--- src/rtl/ntt_stage_sequencer_pkg.sv ---
`default_nettype none
// ============================================================================
// Module   : ntt_stage_sequencer_pkg
// Purpose  : Shared types and constants for the NTT/INTT stage sequencer.
// Revision : 1.0 - initial release
// ============================================================================
package ntt_stage_sequencer_pkg;

  typedef enum logic [1:0] {
    IDLE  = 2'd0,
    ISSUE = 2'd1,
    DRAIN = 2'd2,
    DONE  = 2'd3
  } state_t;

  localparam logic [1:0] FLAG_IDLE = 2'b00;
  localparam logic [1:0] FLAG_BUSY = 2'b01;
  localparam logic [1:0] FLAG_DONE = 2'b10;
  localparam logic [1:0] FLAG_ERR  = 2'b11;

  localparam int         LAT_NTT  = 7;
  localparam int         LAT_INTT = 13;
  localparam logic [2:0] MAX_CONF = 3'd6;

  // Butterfly span saturates once the stage index exceeds the issue-index width.
  function automatic logic [2:0] stage_shift(input logic [2:0] stage, input int idx_w);
    if (int'(stage) > idx_w) return 3'(idx_w);
    return stage;
  endfunction

endpackage
`default_nettype wire

--- src/rtl/ntt_stage_sequencer_we_delay_line.sv ---
`default_nettype none
// ============================================================================
// Module   : ntt_stage_sequencer_we_delay_line
// Purpose  : Read-enable to write-enable shifter with two selectable taps.
// Revision : 1.0 - initial release
// ============================================================================
module ntt_stage_sequencer_we_delay_line #(
  parameter int DEPTH = 13,
  parameter int TAP_A = 7,
  parameter int TAP_B = 13
) (
  input  logic clk,
  input  logic rst,
  input  logic din,
  input  logic sel,
  output logic dout
);

  logic [DEPTH-1:0] r_sr;

  always_ff @(posedge clk or negedge rst) begin
    if (!rst) r_sr <= '0;
    else      r_sr <= {r_sr[DEPTH-2:0], din};
  end

  assign dout = sel ? r_sr[TAP_B-1] : r_sr[TAP_A-1];

endmodule
`default_nettype wire

--- src/rtl/ntt_stage_sequencer.sv ---
`default_nettype none
// ============================================================================
// Module   : ntt_stage_sequencer
// Purpose  : Stage/issue loop controller for the mixed-radix NTT/INTT engine.
// Revision : 1.0 - initial release
// ============================================================================
module ntt_stage_sequencer
  import ntt_stage_sequencer_pkg::*;
#(
  parameter int IDX_W = 5
) (
  input  logic             clk,
  input  logic             rst,
  input  logic             start,
  input  logic             mode,
  input  logic [2:0]       conf,
  input  logic             hold,
  output logic             sel,
  output logic [IDX_W-1:0] i,
  output logic [IDX_W-1:0] j,
  output logic [IDX_W-1:0] k,
  output logic [2:0]       p,
  output logic             iren,
  output logic             iwen,
  output logic             ien,
  output logic [1:0]       done_flag
);

  state_t           r_state;
  state_t           w_state_nxt;
  logic             r_sel;
  logic [2:0]       r_last;
  logic [2:0]       r_p;
  logic [IDX_W-1:0] r_i;
  logic [3:0]       r_cnt;
  logic [1:0]       r_flag;
  logic             w_iren;
  logic             w_ien;
  logic             w_lat_end;
  logic [2:0]       w_shift;

  assign w_lat_end = (r_cnt == (r_sel ? 4'(LAT_INTT - 1) : 4'(LAT_NTT - 1)));

  always_ff @(posedge clk or negedge rst) begin
    if (!rst) r_state <= IDLE;
    else      r_state <= w_state_nxt;
  end

  always_comb begin
    w_state_nxt = r_state;
    w_iren      = 1'b0;
    w_ien       = 1'b0;
    unique case (r_state)
      IDLE: begin
        if (start && (conf <= MAX_CONF)) w_state_nxt = ISSUE;
      end
      ISSUE: begin
        w_ien = 1'b1;
        if (!hold) begin
          w_iren = 1'b1;
          if (r_i == '1) w_state_nxt = DRAIN;
        end
      end
      DRAIN: begin
        w_ien = 1'b1;
        if (w_lat_end) w_state_nxt = (r_p == r_last) ? DONE : ISSUE;
      end
      DONE: begin
        w_state_nxt = IDLE;
      end
      default: w_state_nxt = IDLE;
    endcase
  end

  // Indices, latched transform settings and host status.
  always_ff @(posedge clk or negedge rst) begin
    if (!rst) begin
      r_sel  <= 1'b0;
      r_last <= '0;
      r_p    <= '0;
      r_i    <= '0;
      r_cnt  <= '0;
      r_flag <= FLAG_IDLE;
    end else begin
      unique case (r_state)
        IDLE: begin
          if (start) begin
            if (conf <= MAX_CONF) begin
              r_sel  <= mode;
              r_last <= conf;
              r_p    <= '0;
              r_i    <= '0;
              r_flag <= FLAG_BUSY;
            end else begin
              r_flag <= FLAG_ERR;
            end
          end
        end
        ISSUE: begin
          r_cnt <= '0;
          if (!hold) r_i <= r_i + 1'b1;
        end
        DRAIN: begin
          r_cnt <= r_cnt + 1'b1;
          if (w_lat_end && (r_p != r_last)) begin
            r_p <= r_p + 1'b1;
            r_i <= '0;
          end
        end
        DONE: begin
          r_flag <= FLAG_DONE;
        end
        default: ;
      endcase
    end
  end

  ntt_stage_sequencer_we_delay_line #(
    .DEPTH (LAT_INTT),
    .TAP_A (LAT_NTT),
    .TAP_B (LAT_INTT)
  ) u_we_delay_line (
    .clk  (clk),
    .rst  (rst),
    .din  (w_iren),
    .sel  (r_sel),
    .dout (iwen)
  );

  assign w_shift   = stage_shift(r_p, IDX_W);
  assign j         = r_i & IDX_W'((32'd1 << w_shift) - 32'd1);
  assign k         = r_i >> w_shift;
  assign i         = r_i;
  assign p         = r_p;
  assign sel       = r_sel;
  assign iren      = w_iren;
  assign ien       = w_ien;
  assign done_flag = r_flag;

endmodule
`default_nettype wire

--- config.mk ---
export PLATFORM = sky130hd
export DESIGN_NAME = ntt_stage_sequencer
export DESIGN_NICKNAME = d
export VERILOG_FILES = /design/src/rtl/ntt_stage_sequencer_pkg.sv /design/src/rtl/ntt_stage_sequencer_we_delay_line.sv /design/src/rtl/ntt_stage_sequencer.sv
export SDC_FILE = /design/constraint.sdc
export NUM_CORES = 1
export LEC_CHECK = 0
export ABC_AREA = 1
export CAP_MARGIN = 5
export CORE_UTILIZATION = 46
export CTS_CLUSTER_SIZE = 40
export DETAILED_ROUTE_END_ITERATION = 7
export PLACE_DENSITY = 0.84
export SLEW_MARGIN = 40
export SYNTH_ARGS = -nofsm -noshare
export SYNTH_HDL_FRONTEND = slang
export SYNTH_SLANG_ARGS = --single-unit
--- constraint.sdc ---
create_clock -name clk -period 1.65 [get_ports clk]
set_input_delay 0.33 -clock clk [delete_from_list [all_inputs] [get_ports clk]]
set_output_delay 0.33 -clock clk [all_outputs]
set_load 0.02 [all_outputs]
After elaboration in Yosys (flattened, before gate mapping). Index checks and enable logic that the tools add are counted.

Flip-flop bits (word level): 33.

Shift operators: 2. Order comparisons: 2. Reductions and logical operators: 13. $add $sub $neg: 4. Equality and inequality tests: 14. Bitwise logic cells: 1. Muxes and demuxes: 27.

Operators by type and width (count): 5-bit two-way mux (4); 3-bit two-way mux (5); 5-bit one-hot mux with 3 select lines (1); 2-bit two-way mux (7); 2-bit != test, second input constant (7); 2-bit one-hot mux with 4 select lines (1); 4-bit one-hot mux with 2 select lines (1); 4-bit AND reduction (2); 3-bit one-hot mux with 2 select lines (1); 2-bit nonzero test (3); 5-bit by 1-bit adder with 5-bit output, second input constant (1); 5-bit AND (1); 5-bit equality test, second input constant (1); 1-bit two-way mux (5); 5-bit AND reduction (1); 1-bit by 3-bit left shift with 5-bit output, first input constant (1); 5-bit by 3-bit >> shifter with 5-bit output (1); 5-bit by 1-bit subtractor with 5-bit output, second input constant (1); 4-bit by 1-bit adder with 4-bit output, second input constant (1); 2-bit equality test, second input constant (2); 4-bit equality test (1); 4-bit two-way mux (1); 2-bit one-hot mux with 2 select lines (1); 3-bit by 1-bit adder with 3-bit output, second input constant (1); 11 further kinds (12).

Longest topological paths before layout.
Depth after elaboration: 6. Mapped depth: 10. Mapped depth without buffers: 10.

Hierarchy. Synthesis repeated with hierarchy kept, for this count alone.

Cell total of the unflattened synthesis: 232. Area total of the unflattened synthesis: 1813.0 µm².

Modules (own cells, without submodules): ntt_stage_sequencer (cells an instance 215, times used 1, area each 1472.7 µm², seq. area each 500.5 µm²); ntt_stage_sequencer_we_delay_line (cells an instance 17, times used 1, area each 340.3 µm², seq. area each 325.3 µm²).

Least setup slack after synthesis. OpenSTA, ideal clock, no wires.

Path kind: register to output. From: register r_p[2] (netlist: p[2]). To: output k[0]. Stages on the path, launching flop included: 7. Slack: -0.092 ns. Data required time: 1.320 ns. Path buffers: 1. Data arrival time: 1.412 ns. Cells stage by stage: dfrtp_1 > buf_4 > a21oi_2 > inv_1 > nand2_1 > o21ai_1 > o21bai_1.

Cells in the longest elaborated chain, start to end: 4.

Ends and longest elaborated chain: start: declaration (RTL line ntt_stage_sequencer.sv:33) `logic [2:0] r_p;`; start signal: assignment (RTL line ntt_stage_sequencer.sv:106) `r_p <= r_p + 1'b1;`; 3-bit greater-than comparator (RTL line ntt_stage_sequencer_pkg.sv:27) `if (int'(stage) > idx_w) return 3'(idx_w);`; 1-bit two-way mux (RTL line ntt_stage_sequencer_pkg.sv:27); 3-bit two-way mux * (RTL line ntt_stage_sequencer_pkg.sv:28) `return stage;`; 5-bit by 3-bit >> shifter with 5-bit output * (RTL line ntt_stage_sequencer.sv:132) `assign k = r_i >> w_shift;`; end: declaration (RTL line ntt_stage_sequencer.sv:21) `output logic [IDX_W-1:0] k,`.

Every way passes the cells marked *; elsewhere a longest branch is shown, timed or not.

Worst setup path after layout.
From: register r_p[2] (netlist: p[2]). To: output k[3].

Same word-level chain as after synthesis.

==> impl_metrics.toml <==
[run_status]
outcome = "complete, but fails checks"
violations = "negative setup slack"

[detailed_routing]
routed_wirelength_mm = 4.01
wl_per_cell_um = 12.3
route.detailed.drc = 0
drt_iter0_drc = 69
drt-pass1-iter-count = 4
avgViaCountPerCell = 4.94
final_antenna_net_count = 0
vias = 1610

[floorplan]
ios = 32
core.rowCount = 21
initial_core_util = 0.494
die_area_mm2 = 0.00394
core_region_area_mm2 = 0.00344
die_h_um = 62.8
die_x_um = 62.8

[min_path]
min_path_type = "flop to flop"

[grt]
antenna_found_initial = 0
grt_max_degree = 34
grt_usage = 0.220
grt_pass1_vias = 1488
overflow = 0
grt_pass1_wl_mm = 6.63

[synth]
synth-main-ff-cell = "dfrtp_1"
synth.area.top_cells = "dfrtp_1 (49%), nand2_1 (13%), ha_1 (5.9%)"
syn-instance-count = 209
synth_edf_count = 0
synth.distinct_cells = 26
yosys.area.top_type = "dfrtp_1"
synth_nets = 225
synth-async-reset-ratio = 1.00
synth-seq-cells = 33
ys_seq_area_frac = 0.486
synthTopCellsByCount = "nand2_1 (57), dfrtp_1 (33), inv_1 (24), nor2_1 (23), nand4_1 (10)"
yosysMostFrequentCell = "nand2_1"
yosys_warnings = 0
synth.avg_cell_area_um2 = 8.14
yosys.area.top_type_share = 0.486
synth_area_mm2 = 0.00170

[critical_path]
cp.depth = 6
worstPathArrival_ps = 1510
slowest_stage = "dfrtp_2"
r2r-end = "p[2]"
path_cells = "a21oi_4, buf_4, buf_4, o21ai_2, nor2_1, buf_4"
cp-end-kind = "primary output"
cp_common_cell = "buf_4"
crit_path_start_kind = "flop"
reg2reg_slack_ps = 80
endpoint = "k[3]"
crit_start = "p[2]"
cp_top_family = "flip-flops"
cp.required_ps = 1320
slowest_delay_ps = 450
cp_max_fo = 4
r2r_cells = 9
crit_buf_inv = 3
critical_path_class = "flop to primary output"
r2r-start = "r_state[0]"

[sta]
fin_crit_sh = 1.11
setup_slack_ps = -185
fin_crit_ps = 1840
setup_tns_ps = -712
setup_viol = 5
worst_pin_slew_ps = 396
relSlewSlack = 0.736
worst_hold_slack_ps = 347
maxSlewViolCount = 0
rsz0062_at_grt = "yes"
clock_skew_ps = 2.76
hold_viol_final = 0
max_freq_mhz = 545

[pwr]
combPwrFrac = 0.531
power_density_mw_per_mm2 = 1580
leakage_nw = 1.34
p_clk_frac = 0.157
ir_drop_mv = 0.914
sw_frac_of_total = 0.411
internal_power_mw = 2.28
p_sw_mw = 1.59
seq_power_share = 0.311

[finish]
instances_no_fill = 326
diodes = 0
n_fill_cell = 252
nNetsFinal = 296
final_layout_size_suffix_gt1_frac = 0.311
synthToLayoutAreaGrowth_pct = 44.1

[placement]
portBuffers = 31
gp_congestion = 0.802
hpwl_mm = 2.80
preCtsSetupSlack_ps = -327
dp_cells = 315

[clocking]
clk_pin_slew_ps = 60
cts_num_sinks = 33
cts_buffers = 5
cts_tree = "yes"
clock_path_buffers = 2
insertion_delay_ps = 290
htreeDepth = 2
root_buffer = "clkbuf_8"

[flow_run]
drv_cap = 0
-- routing by layer --
metal  wire length (um)  share of wire  up-vias  track usage
li1                   -              -      813            -
met1               1760           0.44      758        0.267
met2               2040           0.51       34        0.378
met3                151          0.038        5       0.0602
met4                 55          0.014        0       0.0698
met5                  0              0        -            0
-- state kept, by name, summed over array words and instances, names as in the netlist --
signal / cells
sel: 1
p: 3
r_cnt: 4
u_we_delay_line.r_sr: 13
r_last: 3
i: 5
r_state: 2
done_flag: 2
-- kinds of logic (layout without fill, tap and decap cells) --
| kind of cell | Yosys count | in the layout | synth area share |
|---|---|---|---|
| xor+xnor | 2 | 2 | 0.0103 |
| buf+inv | 32 | 103 | 0.0751 |
| simple gates | 107 | 107 | 0.282 |
| fa+ha+maj | 8 | 8 | 0.0589 |
| flops | 33 | 33 | 0.486 |
| compound gates | 27 | 27 | 0.0883 |
-- per-stage QoR --
stage / cell area, um^2 / total power [mW] / utilization
floorplan: 1710 / 2.31 / -
global placement: 2290 / 3.10 / 0.666
detailed placement: 2290 / 3.15 / 0.666
CTS: 2390 / 3.77 / 0.694
global route: 2450 / 4.14 / 0.712
finish: 2450 / 3.86 / 0.712
-- worst register-to-register path, delay by kind of cell (launching register included) --
| family | cells | cell delay [ps] |
|---|---|---|
| buffers and inverters | 3 | 320 |
| adder cells (fa/ha/maj) | 1 | 170 |
| AND/OR/NAND/NOR | 5 | 580 |
| flip-flops | 1 | 400 |
-- final cells by class --
cell class / instances / area [um^2] / area share
Sequential cell: 33 / 830 / 0.339
Multi-Input combinational cell: 144 / 808 / 0.330
Clock buffer: 6 / 82.6 / 0.0337
Clock inverter: 1 / 7.51 / 0.00306
Timing Repair Buffer: 66 / 552 / 0.225
Inverter: 30 / 113 / 0.0460
Tap cell: 46 / 57.6 / 0.0235
-- power by group through the flow --
stage / clock network [mW] / logic (mW) / registers, mW
floorplan: 0 / 1.01 / 1.29
global placement: 0 / 1.90 / 1.20
detailed placement: 0 / 1.95 / 1.21
CTS: 0.629 / 1.94 / 1.21
global route: 0.661 / 2.25 / 1.23
finish: 0.608 / 2.05 / 1.20
-- placed cells by master, fill, tap and decap left out, drive strengths merged --
cell type	count
clkdlybuf4s50	9
o31ai	1
ha	8
o21bai	1
xor2	1
or2	1
dfrtp	33
nand3	9
o22ai	3
a21oi	10
clkdlybuf4s15	1
clkbuf	6
inv	30
a21boi	1
dlymetal6s2s	1
o21ai	11
clkinvlp	1
nand2	59
xnor2	1
nor2	27
nor3b	1
dlygate4sd2	9
nand4	10
buf	46
-- how the worst min path moves through the flow --
stage | start | to | cells after the start
finish | u_we_delay_line.r_sr[10] | u_we_delay_line.r_sr[11] | 0
global route | u_we_delay_line.r_sr[10] | u_we_delay_line.r_sr[11] | 0
CTS | u_we_delay_line.r_sr[10] | u_we_delay_line.r_sr[11] | 0
detailed placement | u_we_delay_line.r_sr[10] | u_we_delay_line.r_sr[11] | 0
global placement | u_we_delay_line.r_sr[7] | u_we_delay_line.r_sr[8] | 0
floorplan | rst | done_flag[0] | 0
-- timing repair --
action / 4_1_cts / 5_1_grt
endpoints found under the setup margin: 21 / 20
hold buffers: 0 / 0
pin swaps: 1 / 2
resized for setup: 74 / 20
buffers inserted: 2 / 2
(Power assumes the default switching activity.)
